File: src/rtl/cdc_hs_tx.sv
// cdc_hs_tx: source half of a four-phase req/ack CDC handshake.
// Holds a word on data_out while req_out is raised; ack_in is synchronized here.
module cdc_hs_tx #(
    parameter int   DATA_W      = 8,
    parameter int   CNT_W       = 8,
    parameter int   TIMEOUT_CYC = 64,
    parameter logic ACK_RST_VAL = 1'b0
) (
    input  logic              clk,
    input  logic              rst,
    input  logic              in_valid,
    input  logic [DATA_W-1:0] in_data,
    output logic              in_ready,
    output logic              req_out,
    output logic [DATA_W-1:0] data_out,
    input  logic              ack_in,
    output logic              busy,
    output logic [CNT_W-1:0]  xfer_cnt,
    output logic              timeout_err,
    input  logic              err_clr
);

    typedef enum logic [1:0] {
        IDLE,
        REQ_HI,
        ACK_LO
    } state_t;

    localparam int               TMO_W   = 16;
    localparam logic [TMO_W-1:0] TMO_MAX = TMO_W'(TIMEOUT_CYC);
    localparam logic [TMO_W-1:0] TMO_ONE = TMO_W'(1);
    localparam logic [CNT_W-1:0] CNT_ONE = CNT_W'(1);

    state_t           state;
    logic             ack_meta;
    logic             ack_s;
    logic [TMO_W-1:0] tmo_cnt;
    logic             waiting;
    logic             tmo_hit;

    // a late ack from a previous transfer blocks new accepts
    assign in_ready = (state == IDLE) && !ack_s;

    // still waiting for the awaited ack_s level in the current phase
    assign waiting = ((state == REQ_HI) && !ack_s) ||
                     ((state == ACK_LO) && ack_s);

    // the wait counter is about to reach the limit
    assign tmo_hit = waiting && (tmo_cnt == (TMO_MAX - TMO_ONE));

    // two-flop synchronizer for the asynchronous acknowledge
    always_ff @(posedge clk) begin
        if (rst) begin
            ack_meta <= ACK_RST_VAL;
            ack_s    <= ACK_RST_VAL;
        end else begin
            ack_meta <= ack_in;
            ack_s    <= ack_meta;
        end
    end

    // handshake FSM with registered req/data/busy/count and wait timer
    always_ff @(posedge clk) begin
        if (rst) begin
            state    <= IDLE;
            req_out  <= 1'b0;
            data_out <= '0;
            busy     <= 1'b0;
            xfer_cnt <= '0;
            tmo_cnt  <= '0;
        end else begin
            unique case (state)
                IDLE: begin
                    if (in_valid && in_ready) begin
                        data_out <= in_data;
                        req_out  <= 1'b1;
                        busy     <= 1'b1;
                        tmo_cnt  <= '0;
                        state    <= REQ_HI;
                    end
                end
                REQ_HI: begin
                    if (ack_s) begin
                        req_out <= 1'b0;
                        tmo_cnt <= '0;
                        state   <= ACK_LO;
                    end else if (tmo_cnt != TMO_MAX) begin
                        tmo_cnt <= tmo_cnt + TMO_ONE;
                    end
                end
                ACK_LO: begin
                    if (!ack_s) begin
                        busy     <= 1'b0;
                        xfer_cnt <= xfer_cnt + CNT_ONE;
                        state    <= IDLE;
                    end else if (tmo_cnt != TMO_MAX) begin
                        tmo_cnt <= tmo_cnt + TMO_ONE;
                    end
                end
                default: begin
                    req_out <= 1'b0;
                    busy    <= 1'b0;
                    state   <= IDLE;
                end
            endcase
        end
    end

    // sticky stall flag; a new stall beats a simultaneous clear
    always_ff @(posedge clk) begin
        if (rst) begin
            timeout_err <= 1'b0;
        end else if (tmo_hit) begin
            timeout_err <= 1'b1;
        end else if (err_clr) begin
            timeout_err <= 1'b0;
        end
    end

endmodule

File: config.mk
export PLATFORM = sky130hd
export DESIGN_NAME = cdc_hs_tx
export DESIGN_NICKNAME = d
export VERILOG_FILES = /design/src/rtl/cdc_hs_tx.sv
export SDC_FILE = /design/constraint.sdc
export NUM_CORES = 1
export LEC_CHECK = 0
export CORE_MARGIN = 2
export CORE_UTILIZATION = 30
export DETAILED_ROUTE_END_ITERATION = 10
export GPL_TIMING_DRIVEN = 0
export PLACE_DENSITY_LB_ADDON = 0.08
export REMOVE_ABC_BUFFERS = 1
export SETUP_SLACK_MARGIN = 0.5
export SYNTH_ARGS = -nofsm -noshare
export SYNTH_HDL_FRONTEND = slang
export SYNTH_SLANG_ARGS = --single-unit
File: constraint.sdc
create_clock -name clk -period 2.6 [get_ports clk]
set_input_delay 0.39 -clock clk [delete_from_list [all_inputs] [get_ports clk]]
set_output_delay 0.39 -clock clk [all_outputs]
set_load 0.05 [all_outputs]
==> impl_metrics.ini <==
[run_status]
status = complete, no violations

[layout]
area_delta_synth_final_pct = 25.67
nets = 277
final_cell_area_um2 = 2389
n_fill_cell = 633
drive_above_1_share = 0.08560
antennaDiodeCount = 0

[global_route]
grt_pass1_wl_um = 7431
grt_overflow = 0
grt_usage = 0.1298
antenna_found_initial = 0
grt_pass1_vias = 1514
grt_max_degree = 27

[synthesis]
synth_edf_count = 0
synth_area_leaders = dfxtp_1 (41%), a21oi_1 (7.9%), ha_1 (5.3%), nand2_1 (4.1%), nand3_1 (3.9%)
ys_ff_latch = 39
synthTopCellsByCount = dfxtp_1 (39), a21oi_1 (30), nand2_1 (21)
netlist.area_leader.share = 0.4108
yosysWarnings = 0
syn_inst = 225
async_reset_ff_frac = 0
ys_types = 38
syn_avg_cell_area_um2 = 8.447
yosysMostFrequentCell = dfxtp_1
yosysTopAreaCell = dfxtp_1
yosysSeqAreaShare = 0.4108
ys.flop_type = dfxtp_1
netlist_area_um2 = 1901

[cts]
cts-root-buf = clkbuf_8
cts.clk_slew.worst_paths_ns = 0.08
clk_latency_ns = 0.28
hold_buffers = 0
cts_buffers = 5
clock-sinks = 39
cts_max_level = 2
max-clock-path-buffers = 2
cts_tree = built

[timing]
hold_violations = 0
layout_min_cycle_time_ns = 2.044
maxSlewHeadroom = 0.3376
timing.hold.ws_ns = 0.4518
fmax_ghz = 0.4892
worst_pin_slew_ns = 0.9920
layout_setup_ws_ns = 0.5560
setup_viol = 0
fin_crit_sh = 0.7862
worst_clock_skew_ns = 0.003022
drv_slew = 0
rsz0062_at_grt = true

[pwr]
vdd_drop_max_mv = 0.2358
power_mw = 1.367
powerDensity_nw_per_um2 = 572.5
cellLeakagePower_nw = 0.7664

[worst_setup_path]
arrival_ns = 1.65
start_kind = flip-flop
required_ns = 2.21
cp_slowest_cell = dfxtp_2
worstPathCellList = inv_1 -> ha_2 -> and2b_2 -> clkbuf_4
worstPathMaxFanout = 11
slowest_delay_ns = 0.36
crit_buf_inv = 2
reg2reg_slack_ns = 0.58
path_delay_family = buffers and inverters
crit_path_end_kind = output pin
path_class = flip-flop to output pin

[hold_path]
hp-class = flip-flop to flip-flop

[die]
num_rows = 28
io_pins = 33
die_area_um2 = 6988
die_h_um = 83.60
start_util = 0.3154
die_w_um = 83.60
core_area_um2 = 6026

[placed_design]
place_area_um2 = 2238
gp_congestion = 0.7522
pre_cts_slack_ns = -0.05073
port_buffers = 32
dp_hpwl_um = 2946

[route]
drt_iter0_markers = 48
wl_per_cell_um = 13.74
viasPerCell = 5.087
first_pass_iters = 4
dr_total_vias = 1689
drt-total-wl_um = 4562
ant_nets = 0
drc_errors = 0

[flow_run]
maxCapViolCount = 0
-- routing by layer --
layer  track usage  up-vias  share of wire
met2        0.2022       28           0.44
li1              -      887              -
met5             0        -              0
met4       0.04839        0         0.0088
met3       0.03462        2          0.043
met1        0.1717      772           0.50
-- where the power goes --
group,leakage [nW],switching (mW),internal (mW),total [mW]
Sequential,0.318,0.0192,0.626,0.645
Combinational,0.408,0.201,0.113,0.314
Clock,0.0412,0.221,0.188,0.408
-- sequential cells by signal, summed over array words and instances (netlist names) --
signal	flops
data_out	8
timeout_err	1
tmo_cnt	16
ack_s	1
state	2
ack_meta	1
busy	1
req_out	1
xfer_cnt	8
-- cell families after synthesis --
| group | synth area share |
|---|---|
| buffers and inverters | 0.05792 |
| adders and majority gates | 0.05267 |
| and+or+nand+nor | 0.2568 |
| AOI/OAI and AO/OA | 0.1889 |
| xor gates and xnor gates | 0.02765 |
| muxes | 0.005267 |
| DFF | 0.4108 |
-- worst paths after layout --
check | startpoint | end | cells after the start
max | state[1] | in_ready | 4
max reg2reg | state[0] | tmo_cnt[9] | 6
min | ack_meta | ack_s | 1
min reg2reg | ack_meta | ack_s | 1
-- cells in the final DEF (no fill, tap or decap), types with 2 or more instances in the layout --
master           synthesis  routed
a211oi_1                 2       2
a21oi_1                 30      30
o21ai_0                 14      14
or3_1                    8       8
o31ai_1                  7       7
inv_1                    9       8
nor2_1                  10      10
nand4_1                  5       5
a2111o_1                 2       2
clkdlybuf4s50_1          0      29
nor3_1                   4       4
xor2_1                   3       3
clkbuf_8                 0       5
buf_4                    0       3
ha_1                     8       6
xnor2_1                  3       3
nand2b_1                 2       2
nand3_1                 15      15
dfxtp_1                 39      37
or4_1                    8       8
and4_1                   3       3
nor2b_1                  4       2
and3_1                   2       2
nand2_1                 21      21
nor4b_1                  2       2
-- through the flow --
| stage | std cells | setup TNS [ns] | utilization |
|---|---|---|---|
| after floorplan | 213 | 0 | - |
| after global placement | 320 | -0.1681 | 0.3715 |
| after detailed placement | 320 | -0.1437 | 0.3715 |
| after CTS | 332 | 0 | 0.3929 |
| after global routing | 332 | 0 | 0.3964 |
| final | 332 | 0 | 0.3964 |
-- area by class of cell --
class / count / area (um2) / share of cell area
clock inverters: 2 / 12.51 / 0.005238
multi-input cells: 166 / 1049 / 0.4390
flip-flops and latches: 39 / 785.8 / 0.3290
clock buffers: 6 / 72.57 / 0.03038
well taps: 75 / 93.84 / 0.03929
inverters: 9 / 33.78 / 0.01414
repair buffers: 35 / 341.6 / 0.1430
-- repair_timing --
item	4_1_cts	5_1_grt
gates resized for setup	13	7
setup buffers	3	0
gates cloned	1	0
setup endpoints to repair	17	17
pin swaps	2	3
Note: power is estimated with default switching activity, not from simulation.
==> patch 1 (same flow settings) <==
One comparison of `tmo_cnt` changes from == to >=.
--- a/src/rtl/cdc_hs_tx.sv
+++ b/src/rtl/cdc_hs_tx.sv
@@ -47,5 +47,5 @@
 
     // the wait counter is about to reach the limit
-    assign tmo_hit = waiting && (tmo_cnt == (TMO_MAX - TMO_ONE));
+    assign tmo_hit = waiting && (tmo_cnt >= (TMO_MAX - TMO_ONE));
 
     // two-flop synchronizer for the asynchronous acknowledge
Check against the original RTL: same outputs for any inputs over 10 cycles, from zero or initial values and one cycle with rst high; that may be too few to reach the edited logic, so the function may still have changed.
==> patch 1 against the original RTL <==
- total power increased by 18%
- largest power group unchanged
- setup slack better by 0.060 ns
- routed wire length is 0.53% higher
- count of clock-buffer cells in the layout is the same
- sequential cell count unchanged
- die area rose by 0.31%
- sequential power is essentially flat
- area after synthesis is 0.33% higher
- cell area is 3.9% higher
==> patch 1: results (changes against the original RTL) <==
- Layout cell share with drive strength beyond 1: 0.0934 (was 0.0856)
- Multiplexer area fraction after synthesis: 0.0269 (was 0.00527)
- Starting DRT DRC Count: 47 (was 48)
- Worst-Margin Slew: 0.921 ns (was 0.992 ns)
- Peak supply drop: 364 µV (was 236 µV)
- GPL Wtd Cong: 0.748 (was 0.752)
- CP max stage cell: dfxtp_1 (was dfxtp_2)
- First-pass GRT wire length: 7940 µm (was 7430 µm)
- R2r setup slk: 0.63 ns (was 0.58 ns)
- Initial antenna violation count: 0 (unchanged)
- Root buf cell: clkbuf_8 (unchanged)
- FF-to-FF End: tmo_cnt[4] (was tmo_cnt[9])
- Total wire length: 4590 µm (was 4560 µm)
- Crit path DAT: 1.59 ns (was 1.65 ns)
- Largest net degree at the start of global routing: 25 (was 27)
- Sequential share of the synthesized area: 0.409 (was 0.411)
- Syn avg cell area: 8.55 µm² (was 8.45 µm²)
- Count of cell types in the netlist: 37 (was 38)
- Pleak: 0.862 nW (was 0.766 nW)
- Hold Slack: 0.443 ns (was 0.452 ns)
- Area contributors post-synth: dfxtp_1, a21oi_1, ha_1, nand3_1, nand2_1 (was dfxtp_1, a21oi_1, ha_1, nand2_1, nand3_1)
- Compound-Gate Fraction of Synth Area: 0.176 (was 0.189)
- Status: completed (unchanged)
- Pre-CTS setup slack: -0.321 ns (was -0.0507 ns)
- Worst setup margin: 0.616 ns (was 0.556 ns)
- Post-CTS setup buffer count: 0 (was 3)
- Dpl cells: 322 (was 320)
- Crit-path max FO: 10 (was 11)
- Synth Area in Adders: 0.0525 (was 0.0527)
- Crit path largest cell delay: 0.34 ns (was 0.36 ns)
- Placed cell area: 2270 µm² (was 2240 µm²)
- DP HPWL: 2920 µm (was 2950 µm)
- Via count: 1732 (was 1689)
- Sw power: 0.472 mW (was 0.441 mW)
- Clk slew on worst S/H paths: 0.08 ns (about the same)
- Final core occ: 0.398 (was 0.396)
- Avg Vias per Cell: 5.19 (was 5.09)
- CP startpoint: state[0] (was state[1])
- Crit path to: in_ready (unchanged)
- Largest registers: tmo_cnt (16), data_out (8), xfer_cnt (8) (unchanged)
- Top cells by count, synth: dfxtp_1, a21oi_1, nand2_1, nand3_1, nor2_1 (was dfxtp_1, a21oi_1, nand2_1, nand3_1, o21ai_0)
- All-Layer GR Usage: 0.138 (was 0.130)
- Filler cells: 672 (was 633)
- Hold Path End: ack_s (unchanged)
- # resized after CTS: 14 (was 13)
- Post-Synth XOR/XNOR Area: 0.0322 (was 0.0276)
- Clock skew: 0.00521 ns (was 0.00302 ns)
- Number of global-route vias before repair: 1588 (was 1514)
patch 1: area by class of cell:
class	instances	area share
Clock inverter	2	0.0242
Sequential cell	39	0.315
Timing Repair Buffer	35	0.139
Multi-Input combinational cell	166	0.440
Tap cell	77	0.0388
Inverter	9	0.0136
Clock buffer	6	0.0292
patch 1: layer usage:
layer  up-vias  part of all wire  track usage  wire length [µm]
li1        890                 -            -                 -
met1       807              0.50        0.184              2300
met2        26              0.44        0.212              2040
met3         9             0.039       0.0346               179
met4         0             0.015       0.0572                71
met5         -                 0            0                 0
patch 1: power by group through the flow:
stage / sequential [mW] / clock [mW] / combinational, mW
3_3_place_gp: 0.657 / 0 / 0.322
6_report: 0.643 / 0.607 / 0.367
2_1_floorplan: 0.716 / 0 / 0.152
3_5_place_dp: 0.657 / 0 / 0.327
5_1_grt: 0.648 / 0.651 / 0.402
4_1_cts: 0.644 / 0.631 / 0.355
==> patch 2 (same settings) <==
Made on the original files. Change the localparam `TMO_W` from 16 to 24.
--- a/src/rtl/cdc_hs_tx.sv
+++ b/src/rtl/cdc_hs_tx.sv
@@ -27,5 +27,5 @@
     } state_t;
 
-    localparam int               TMO_W   = 16;
+    localparam int               TMO_W   = 24;
     localparam logic [TMO_W-1:0] TMO_MAX = TMO_W'(TIMEOUT_CYC);
     localparam logic [TMO_W-1:0] TMO_ONE = TMO_W'(1);
Formal check against the unedited RTL: same outputs for any inputs over 10 cycles, from zero or initial values and one cycle with rst high; that may be too few to reach the edited logic, so the function may still have changed.
==> patch 2 against the original RTL <==
- cell area up 18%
- die area up 16%
- routed wire length up 8.9%
- sequential cell count up 8
- setup slack better by 0.024 ns
- area after synthesis up 16%
- worst hold slack worse by 0.0042 ns
- synthesized cell count up 18%
- utilization down 0.39 points
- total power up 26%
- combinational power up 57%
- largest power group unchanged
- highest routed layer unchanged
==> patch 2: results (changes against the original RTL) <==
- Async S/R FF share, synth: 0 (unchanged)
- Crit-path max FO: 5 (was 11)
- Largest registers: tmo_cnt (24), data_out (8), xfer_cnt (8) (was tmo_cnt (16), data_out (8), xfer_cnt (8))
- TritonCTS Buffers: 5 (unchanged)
- Crit path to: tmo_cnt[19] (was in_ready)
- Crit path DAT: 2.26 ns (was 1.65 ns)
- Final nets: 318 (was 277)
- First-pass GRT wire length: 8670 µm (was 7430 µm)
- Met2 usage: 0.206 (was 0.202)
- Pre-CTS setup slack: -0.368 ns (was -0.0507 ns)
- CP max stage cell: or3_4 (was dfxtp_2)
- Avg Vias per Cell: 4.80 (was 5.09)
- Total wire length: 4970 µm (was 4560 µm)
- Area contributors post-synth: dfxtp_1, xnor2_1, nor2_1, a21oi_1, nand3_1 (was dfxtp_1, a21oi_1, ha_1, nand2_1, nand3_1)
- # resized after CTS: 19 (was 13)
- CP startpoint: state[0] (was state[1])
- Post-CTS setup buffer count: 2 (was 3)
- Pleak: 0.941 nW (was 0.766 nW)
- Top cells by count, synth: dfxtp_1, nor2_1, a21oi_1, nand2_1, nand3_1 (was dfxtp_1, a21oi_1, nand2_1, nand3_1, o21ai_0)
- Dpl cells: 385 (was 320)
- Starting DRT DRC Count: 60 (was 48)
- HP Class: reg -> reg (unchanged)
- Status: completed (unchanged)
- R2r setup slk: 0.58 ns (about the same)
- Count of cell types in the netlist: 37 (was 38)
- Worst setup margin: 0.580 ns (was 0.556 ns)
- Clock skew: 0.00840 ns (was 0.00302 ns)
- Clk Latency, worst-skew pair: 0.30 ns (was 0.28 ns)
- Grt met3 use: 0.0277 (was 0.0346)
- All-Layer GR Usage: 0.129 (was 0.130)
- Peak supply drop: 244 µV (was 236 µV)
- Sequential share of the synthesized area: 0.426 (was 0.411)
- Met1 usage: 0.173 (was 0.172)
- Layout cell share with drive strength beyond 1: 0.104 (was 0.0856)
- Hold path depth: 1 (unchanged)
- Number of global-route vias before repair: 1796 (was 1514)
- Row count: 31 (was 28)
- Mapped Cells: 265 (was 225)
- DR WL/cell: 12.5 µm (was 13.7 µm)
- Worst reg2reg path depth: 7 (was 6)
- Max transition margin: 0.326 (was 0.338)
- GPL Wtd Cong: 0.787 (was 0.752)
- DP HPWL: 3300 µm (was 2950 µm)
==> patch 2: cell count changes in the layout (fill, tap and decap cells not counted), moves of 6 or more <==
cell     unedited run  this run
nor2_1             10        32
nor4_1              1        12
xnor2_1             3        14
a21oi_1            30        21
dfxtp_1            37        45
o21ai_0            14         8
or3_1               8         2
or4_1               8         2
==> patch 2: worst max-delay path, delay by kind of cell (launching register included) <==
kind	cells	cell delay, ns
flops	1	0.35
simple gates	3	0.98
fa+ha+maj	1	0.17
compound gates	2	0.40
buf+inv	1	0.06
==> patch 2: per-stage QoR <==
stage	hold slack, ns	power [mW]	area, µm²
floorplan	0.414	1.08	2160
global placement	0.417	1.22	2610
detailed placement	0.428	1.22	2610
CTS	0.453	1.69	2740
global route	0.472	1.82	2820
finish	0.448	1.72	2820
==> patch 2: where the power goes <==
part	internal, mW	leakage (nW)	total [mW]	switching [mW]
combinational	0.192	0.515	0.493	0.301
sequential	0.756	0.382	0.784	0.0273
clock	0.184	0.0440	0.440	0.255
total	1.13	0.941	1.72	0.584
==> patch 2: routing by layer <==
layer	wire (µm)	vias up	share of wire
met5	0	-	0
met4	74	0	0.015
met3	160	6	0.032
met2	2220	24	0.45
met1	2510	879	0.51
li1	-	998	-
==> patch 2: kinds of logic after synthesis <==
group | synth area share
buffers and inverters | 0.0373
adder cells (fa/ha/maj) | 0.0396
AO/OA/AOI/OAI | 0.113
XOR/XNOR | 0.0832
AND/OR/NAND/NOR | 0.293
flip-flops | 0.426
multiplexers | 0.00906
==> patch 2: layout make-up <==
cell class	count	area (µm²)
clock inverters	2	13.8
clock buffers	5	68.8
fillers	730	4360
repair buffers	37	354
flip-flops and latches	47	946
inverters	9	33.8
multi-input cells	198	1280
well taps	99	124
